## src/rtl/text_overlay.sv

```systemverilog
// HUD text overlay: maps each pixel to a character cell, addresses the 8x8 font ROM and
// emits a two-stage pipelined text_on flag. Also converts the score to BCD for line 0.
module text_overlay #(
   parameter int SCALE_LOG2 = 1,
   parameter int HUD_X0     = 8,
   parameter int HUD_Y0     = 8,
   parameter int MSG_X0     = 216,
   parameter int MSG_Y0     = 232
) (
   input  logic        clk,
   input  logic        rst_n,
   input  logic [9:0]  draw_x,
   input  logic [9:0]  draw_y,
   input  logic        pix_valid,
   input  logic [13:0] score,
   input  logic        score_load,
   input  logic [2:0]  lives,
   input  logic        show_prompt,
   output logic [7:0]  char_addr,
   output logic [2:0]  row_addr,
   input  logic [7:0]  bitmap,
   output logic        text_on,
   output logic        text_valid,
   output logic        bcd_busy
);

   localparam int G      = 8 << SCALE_LOG2;
   localparam int CSH    = 3 + SCALE_LOG2;
   localparam int LINE0_N = 18;
   localparam int LINE1_N = 13;
   localparam logic [13:0] SCORE_MAX = 14'd9999;
   localparam logic [3:0]  LAST_ITER = 4'd13;
   localparam logic [7:0]  ASCII_SPACE = 8'h20;
   localparam logic [7:0]  ASCII_ZERO  = 8'h30;

   typedef enum logic [0:0] {
      S_IDLE  = 1'b0,
      S_SHIFT = 1'b1
   } bcd_state_t;

   // One double-dabble iteration: add 3 to every nibble >= 5, then shift in the next binary bit.
   function automatic logic [15:0] dabble_step(input logic [15:0] acc, input logic in_bit);
      logic [15:0] adj;
      adj = acc;
      for (int i = 0; i < 4; i++) begin
         if (adj[4*i +: 4] >= 4'd5) begin
            adj[4*i +: 4] = adj[4*i +: 4] + 4'd3;
         end else begin
            adj[4*i +: 4] = adj[4*i +: 4];
         end
      end
      return {adj[14:0], in_bit};
   endfunction

   function automatic logic [7:0] line0_char(input logic [4:0] col, input logic [15:0] dig,
                                             input logic [2:0] lv);
      logic [7:0] c;
      case (col)
         5'd0:    c = 8'h53;
         5'd1:    c = 8'h43;
         5'd2:    c = 8'h4F;
         5'd3:    c = 8'h52;
         5'd4:    c = 8'h45;
         5'd5:    c = 8'h3A;
         5'd6:    c = ASCII_ZERO + {4'h0, dig[15:12]};
         5'd7:    c = ASCII_ZERO + {4'h0, dig[11:8]};
         5'd8:    c = ASCII_ZERO + {4'h0, dig[7:4]};
         5'd9:    c = ASCII_ZERO + {4'h0, dig[3:0]};
         5'd10:   c = ASCII_SPACE;
         5'd11:   c = 8'h4C;
         5'd12:   c = 8'h49;
         5'd13:   c = 8'h56;
         5'd14:   c = 8'h45;
         5'd15:   c = 8'h53;
         5'd16:   c = 8'h3A;
         5'd17:   c = ASCII_ZERO + {5'b00000, lv};
         default: c = ASCII_SPACE;
      endcase
      return c;
   endfunction

   function automatic logic [7:0] line1_char(input logic [4:0] col);
      logic [7:0] c;
      case (col)
         5'd0:    c = 8'h50;
         5'd1:    c = 8'h52;
         5'd2:    c = 8'h45;
         5'd3:    c = 8'h53;
         5'd4:    c = 8'h53;
         5'd5:    c = ASCII_SPACE;
         5'd6:    c = 8'h41;
         5'd7:    c = 8'h4E;
         5'd8:    c = 8'h59;
         5'd9:    c = ASCII_SPACE;
         5'd10:   c = 8'h4B;
         5'd11:   c = 8'h45;
         5'd12:   c = 8'h59;
         default: c = ASCII_SPACE;
      endcase
      return c;
   endfunction

   bcd_state_t  state_r;
   logic [13:0] bin_r;
   logic [15:0] acc_r;
   logic [3:0]  iter_r;
   logic [15:0] digits_r;
   logic [15:0] acc_next_s;

   assign acc_next_s = dabble_step(acc_r, bin_r[13]);

   // Score-to-BCD converter; displayed digits only change when a full conversion completes.
   always_ff @(posedge clk or negedge rst_n) begin
      if (!rst_n) begin
         state_r  <= S_IDLE;
         bin_r    <= 14'd0;
         acc_r    <= 16'd0;
         iter_r   <= 4'd0;
         digits_r <= 16'd0;
         bcd_busy <= 1'b0;
      end else begin
         case (state_r)
            S_IDLE: begin
               if (score_load) begin
                  bin_r    <= (score > SCORE_MAX) ? SCORE_MAX : score;
                  acc_r    <= 16'd0;
                  iter_r   <= 4'd0;
                  bcd_busy <= 1'b1;
                  state_r  <= S_SHIFT;
               end else begin
                  bcd_busy <= 1'b0;
               end
            end
            S_SHIFT: begin
               acc_r  <= acc_next_s;
               bin_r  <= {bin_r[12:0], 1'b0};
               iter_r <= iter_r + 4'd1;
               if (iter_r == LAST_ITER) begin
                  digits_r <= acc_next_s;
                  bcd_busy <= 1'b0;
                  state_r  <= S_IDLE;
               end else begin
                  bcd_busy <= 1'b1;
               end
            end
            default: begin
               bcd_busy <= 1'b0;
               state_r  <= S_IDLE;
            end
         endcase
      end
   end

   // 11-bit offsets: a pixel left of / above a line's origin goes negative and fails the bound test.
   logic [10:0] relx0_s, rely0_s, relx1_s, rely1_s;
   logic        in0_s, in1_s;

   assign relx0_s = {1'b0, draw_x} - 11'(HUD_X0);
   assign rely0_s = {1'b0, draw_y} - 11'(HUD_Y0);
   assign relx1_s = {1'b0, draw_x} - 11'(MSG_X0);
   assign rely1_s = {1'b0, draw_y} - 11'(MSG_Y0);

   assign in0_s = (draw_x >= 10'(HUD_X0)) && (draw_y >= 10'(HUD_Y0)) &&
                  (rely0_s < 11'(G)) && ((relx0_s >> CSH) < 11'(LINE0_N));
   assign in1_s = (draw_x >= 10'(MSG_X0)) && (draw_y >= 10'(MSG_Y0)) &&
                  (rely1_s < 11'(G)) && ((relx1_s >> CSH) < 11'(LINE1_N));

   logic [7:0] char_s;
   logic [2:0] row_s;
   logic [2:0] bit_s;
   logic       hit_s;

   // Cell lookup; line 0 wins where the two regions overlap.
   always_comb begin
      char_s = ASCII_SPACE;
      row_s  = 3'd0;
      bit_s  = 3'd0;
      hit_s  = 1'b0;
      if (pix_valid && in0_s) begin
         char_s = line0_char(relx0_s[CSH +: 5], digits_r, lives);
         row_s  = rely0_s[SCALE_LOG2 +: 3];
         bit_s  = relx0_s[SCALE_LOG2 +: 3];
         hit_s  = 1'b1;
      end else if (pix_valid && show_prompt && in1_s) begin
         char_s = line1_char(relx1_s[CSH +: 5]);
         row_s  = rely1_s[SCALE_LOG2 +: 3];
         bit_s  = relx1_s[SCALE_LOG2 +: 3];
         hit_s  = 1'b1;
      end else begin
         hit_s  = 1'b0;
      end
   end

   logic [2:0] bit_r;
   logic       hit_r;
   logic       pv_r;

   // Stage 1: font ROM address plus the side information needed to pick the glyph bit.
   always_ff @(posedge clk or negedge rst_n) begin
      if (!rst_n) begin
         char_addr <= ASCII_SPACE;
         row_addr  <= 3'd0;
         bit_r     <= 3'd0;
         hit_r     <= 1'b0;
         pv_r      <= 1'b0;
      end else begin
         char_addr <= char_s;
         row_addr  <= row_s;
         bit_r     <= bit_s;
         hit_r     <= hit_s;
         pv_r      <= pix_valid;
      end
   end

   // Stage 2: select the glyph bit from the ROM row (MSB is the leftmost pixel).
   always_ff @(posedge clk or negedge rst_n) begin
      if (!rst_n) begin
         text_on    <= 1'b0;
         text_valid <= 1'b0;
      end else begin
         text_on    <= hit_r & bitmap[3'd7 - bit_r];
         text_valid <= pv_r;
      end
   end

endmodule

```

## config.mk

```make
export PLATFORM = sky130hd
export DESIGN_NAME = text_overlay
export DESIGN_NICKNAME = d
export VERILOG_FILES = /design/src/rtl/text_overlay.sv
export SDC_FILE = /design/constraint.sdc
export NUM_CORES = 1
export LEC_CHECK = 0
export ABC_AREA = 0
export CELL_PAD_IN_SITES_DETAIL_PLACEMENT = 1
export CELL_PAD_IN_SITES_GLOBAL_PLACEMENT = 2
export CORE_UTILIZATION = 29
export CTS_BUF_LIST = sky130_fd_sc_hd__clkbuf_8
export CTS_CLUSTER_DIAMETER = 60
export DETAILED_ROUTE_END_ITERATION = 6
export GPL_TIMING_DRIVEN = 0
export PLACE_DENSITY_LB_ADDON = 0.1
export RECOVER_POWER = 25
export REMOVE_ABC_BUFFERS = 1
export SYNTH_ARGS = -nofsm -noshare
export SYNTH_HDL_FRONTEND = slang
export SYNTH_SLANG_ARGS = --single-unit
```

## constraint.sdc

```tcl
create_clock -name clk -period 1.9 [get_ports clk]
set_input_delay 0.19 -clock clk [delete_from_list [all_inputs] [get_ports clk]]
set_output_delay 0.19 -clock clk [all_outputs]
set_load 0.01 [all_outputs]
```

; ---- After elaboration in Yosys (flattened, before gate mapping)
; Memories as Yosys holds them, arrays and structs flattened.
; Cells that the tools add are included.
; W data, S select, Z words.
[word_totals]
register_bits = 69
input_bits = 50
rom_bits = 112
memories = 1
output_inout_bits = 14
[classes]
n_lt_le_gt_ge = 14
bitwise = 2
n_mux = 26
n_reduce_logical = 14
eq_ne = 18
add_sub_neg = 15
[memory_table]
columns = name, words, word_bits, read_ports, rd_clocked_by_memory_dff, write_ports, line
row1 = (name not given), 16, 7, 1, 0, 0, 84  ; case (col)
[ops]
columns = op, n
row1 = $pmux W7 S14, 1
row2 = $eq A5 B4 Y1 const B, 7
row3 = $pmux W16 S2, 1
row4 = $add A6 B4 Y7 const A, 4
row5 = $mux W14, 2
row6 = $pmux W14 S2, 1
row7 = $mux W8, 3
row8 = $lt A11 B5 Y1 const B, 2
row9 = $sub A10 B4 Y11 const B, 2
row10 = $sub A10 B8 Y11 const B, 2
row11 = $eq A5 B3 Y1 const B, 4
row12 = $ge A10 B4 Y1 const B, 2
row13 = $ge A10 B8 Y1 const B, 2
row14 = $ge A4 B3 Y1 const B, 4
row15 = $mux W16, 1
row16 = $mux W4, 4
row17 = $mux W3, 5
row18 = $gt A14 B14 Y1 const B, 1
row19 = $add A4 B2 Y4 const B, 3
row20 = $eq A5 B2 Y1 const B, 2
row21 = $eq A5 B5 Y1 const B, 2
row22 = $logic_and A1 B1 Y1, 9
row23 = $pmux W4 S2, 1
row24 = $add A6 B3 Y7 const A, 1
row25 = 17 further kinds, 23

; ---- Logic depth before layout (Yosys ltp)
[depth]
word_depth = 7
mapped_depth = 12

; ---- Worst setup path after synthesis
; Ideal clock, no wire load.
[synth_path]
path_kind = input to register
start = input draw_x[3]
end = register char_addr[0]
arrival_ns = 2.039
path_stages = 10
required_time_ns = 1.760
setup_slack_ns = -0.278
path_buffers = 4
path_cell_list = buf_6 > inv_1 > ha_1 > buf_2 > buf_2 > buf_2 > mux2i_1 > o21ai_0 > a2111oi_0 > o22ai_1
[synth_between]
elab_chain_len = 7
word_cells_on_any_way = 39
cone_classes = add/sub (2) / order compare (4) / eq/ne (16) / mux (4) / reduce/logical (12) / memory (1)
[synth_rtl]
columns = item, line
row1 = "start, declared", 12  ; input logic [9:0] draw_x,
row2 = "parallel branches: the longest is 6 deep, another holds $sub A10 B8 Y11", --
row3 = $mux W8 *, 179  ; if (pix_valid && in0_s) begin
row4 = net char_s[0], 168  ; logic [7:0] char_s;
row5 = "end signal, assigned", 207  ; char_addr <= char_s;
row6 = "end, declared", 19  ; output logic [7:0] char_addr,
; Mark *: on every way through the listed nets, which the timed path passes.
; A chain may end at the register's enable or synchronous reset.

; ---- Worst setup path in the final report
[layout_path]
start = input draw_x[4]
end = register char_addr[2]
; The elaborated chain is that of the path after synthesis.

==> results.md <==
* Nets at 674
* Final Max Slew Viols at 0
* RSZ-0062 raised after global routing: true
* Fmax at 533 MHz
* Slowest CP cell: a221oi_2
* Initial Util at 30.2%
* Post-DP HPWL at 9680 um
* Most common cell after layout, fill and taps aside: dfrtp_1
* CP endpoint kind: register
* CP Buf/Inv Count at 3
* Initial DRC Count at 200
* Routed WL at 14900 um
* Share of cells above drive strength 1 at 18.0%
* Grt total ovfl at 0
* Top cell type's share of synthesized area at 34.5%
* R2R depth at 7
* Critical Path AT at 2.18 ns
* Wirelength per Cell at 18.0 um
* Lkg Pwr at 2.58 nW
* R2R Path Start: acc_r[0]
* CP startpoint kind: primary input
* Final Hold Fails at 0
* Max FO, Critical Path at 12
* Global-route wire length before repair at 24700 um
* Clk buf depth at 2
* Max Cap Viol at 0
* Shortest period the worst path allows at 1.88 ns
* Yosys reg bits at 68
* DRC Markers at 0
* CTS tree: yes
* Final RePlAce weighted congestion at 0.776
* Synthesis-to-finish area growth at 28.5%
* Async set-or-reset flop fraction in the synthesized netlist at 100%
* Synthesis Warnings at 0
* Synth area leaders: dfrtp_1 35%, mux2i_1 5.1%, o21ai_0 4.9%, ha_1 4.4%, nand2_1 3.8%
* Peak supply drop at 0.508 mV
* Crit path kind: in2reg
* Global Route Usage Sum at 18.0%
* Height of the die at 131 um
* Post-Syn Area at 4860 um^2
* Slowest Stage Delay on Critical Path at 0.40 ns
* Synth area leader: dfrtp_1
* Syn Area/Cell at 8.87 um^2
* Worst Path Required at 2.20 ns
* Worst-path clk slew at 0.10 ns
* Routed Antenna Nets at 0
* Cell at the root of the clock tree: clkbuf_8
* Die W at 131 um
* Netlist cell types at 75
* Hold endpoint: bit_r[2]
* Primary FF master, synth: dfrtp_1
* Initial antenna violation count at 0
* # IOs at 64
* Period utilization at 98.8%
* Worst reg2reg endpoint: digits_r[2]
* Slew at the pin closest to its max-slew limit at 0.862 ns
* Number of global-route vias before repair at 4544
* Sink Count at 68
* CP Cell Sequence: buf_12 > inv_2 > ha_4 > or2_4 > o32ai_4 > a21oi_2 > a221oi_2 > o41ai_4 > buf_4 > o32ai_2
* R2R setup slack at 0.14 ns
* HP Class: in2reg
* Cell family with most CP delay: compound AO/OA/AOI/OAI gates
* Cell Rows at 46
* Via count at 4378
* Power after layout at 0.00633 W
* Min-Delay Startpoint: draw_x[3]
* Die ar. at 17300 um^2
* Skew-Pair Late Insertion Delay at 0.38 ns
* Slew Limit Headroom at 42.5%
* Buffers on Ports at 60
* H-tree Lvls at 3
* Diodes inserted at 0
* Most frequent cells in the layout: 66 x dfrtp_1, 49 x clkdlybuf4s50_1, 47 x nand2_1
* Pwr/cell area at 1010 nW/um^2
* Setup Viol. Count Final at 0
* Via/cell ratio at 5.29
* CTS Buf Count at 9
* Outcome: completed
* Largest net degree at the start of global routing at 37
* Hold path cells at 2
* Final Skew at 0.0231 ns
* Post-synthesis sequential area ratio at 35.0%
* Core area at 16100 um^2
* Final TNS setup at 0 ns
* Cells after Synth at 548
* Drt pass-1 iters at 6
* EDFF count, synth at 0
power by group:
| part | internal, W | switching (W) | total [W] |
|---|---|---|---|
| Sequential | 0.00193 | 0.000418 | 0.00235 |
| Clock | 0.000775 | 0.000650 | 0.00143 |
| Combinational | 0.00119 | 0.00136 | 0.00255 |
kinds of logic (layout without fill, tap and decap cells):
family,after synthesis,in the layout,share of synthesized area [%]
compound gates,162,162,22.6
flops,68,68,35.0
simple gates,189,190,20.6
buf+inv,60,123,6.08
xor+xnor,16,16,3.04
fa+ha+maj,17,17,4.38
other cells,1,1,0.0772
mux,35,35,8.16
how the worst max path moves through the flow:
stage          cells past startpoint      start      endpoint
3_3_place_gp                       9  draw_x[3]  char_addr[2]
3_5_place_dp                       9  draw_x[3]   row_addr[1]
2_1_floorplan                      2    state_r   digits_r[0]
5_1_grt                           10  draw_x[4]  char_addr[2]
6_report                          10  draw_x[4]  char_addr[2]
4_1_cts                            8  draw_x[5]  char_addr[2]
through the flow:
step / cells / area, um^2 / worst slack, ns / hold WS, ns / utilization [%]
2_1_floorplan: 510 / 4650 / -1.02 / -0.106 / -
3_3_place_gp: 786 / 5520 / -2.71 / 0.335 / 34.2
3_5_place_dp: 788 / 5560 / -2.15 / 0.177 / 34.5
4_1_cts: 825 / 6140 / 0.00814 / 0.0272 / 38.1
5_1_grt: 828 / 6240 / -0.0113 / 0.0522 / 38.7
6_report: 828 / 6240 / 0.0222 / 0.0477 / 38.7
per-layer routing:
metal / up-vias / share of wire [%] / GRT usage, %
li1: 2092 / - / -
met1: 2168 / 46 / 22.5
met5: - / 0 / 0
met4: 0 / 3.4 / 8.27
met2: 90 / 48 / 30.1
met3: 28 / 3.0 / 3.20
state kept, by name (all words and copies together), names as in the netlist:
| register | cells |
|---|---|
| bin_r | 14 |
| state_r | 1 |
| text_on | 1 |
| char_addr | 7 |
| hit_r | 1 |
| row_addr | 3 |
| text_valid | 1 |
| pv_r | 1 |
| acc_r | 16 |
| bit_r | 3 |
| digits_r | 16 |
| iter_r | 4 |
cell type report:
class | instances | area [um^2]
clock buffers | 10 | 138
clock inverters | 6 | 87.6
fillers | 1860 | 9870
inverters | 22 | 85.1
multi-input cells | 421 | 3110
flip-flops and latches | 68 | 1710
well taps | 216 | 270
repair buffers | 85 | 846
synth_stat cells, types with 7 or more instances:
master	count
a21oi_1	28
a22oi_1	7
buf_2	11
buf_4	7
clkbuf_1	15
dfrtp_1	67
ha_1	17
inv_1	22
mux2_2	7
mux2i_1	25
nand2_1	49
nand2b_1	23
nand3_1	8
nor2_1	32
nor2b_1	23
nor3_1	15
o21ai_0	48
o22ai_1	16
o31ai_1	10
xnor2_1	8
xor2_1	7
repair_timing:
item,in CTS,in global routing
pin swaps,9,10
cloned,1,0
gates resized for setup,72,24
endpoints found under the setup margin,38,8
setup buffers,19,4
hold buffers,1,0
endpoints found under the hold margin,31,0
(Power assumes the default switching activity.)
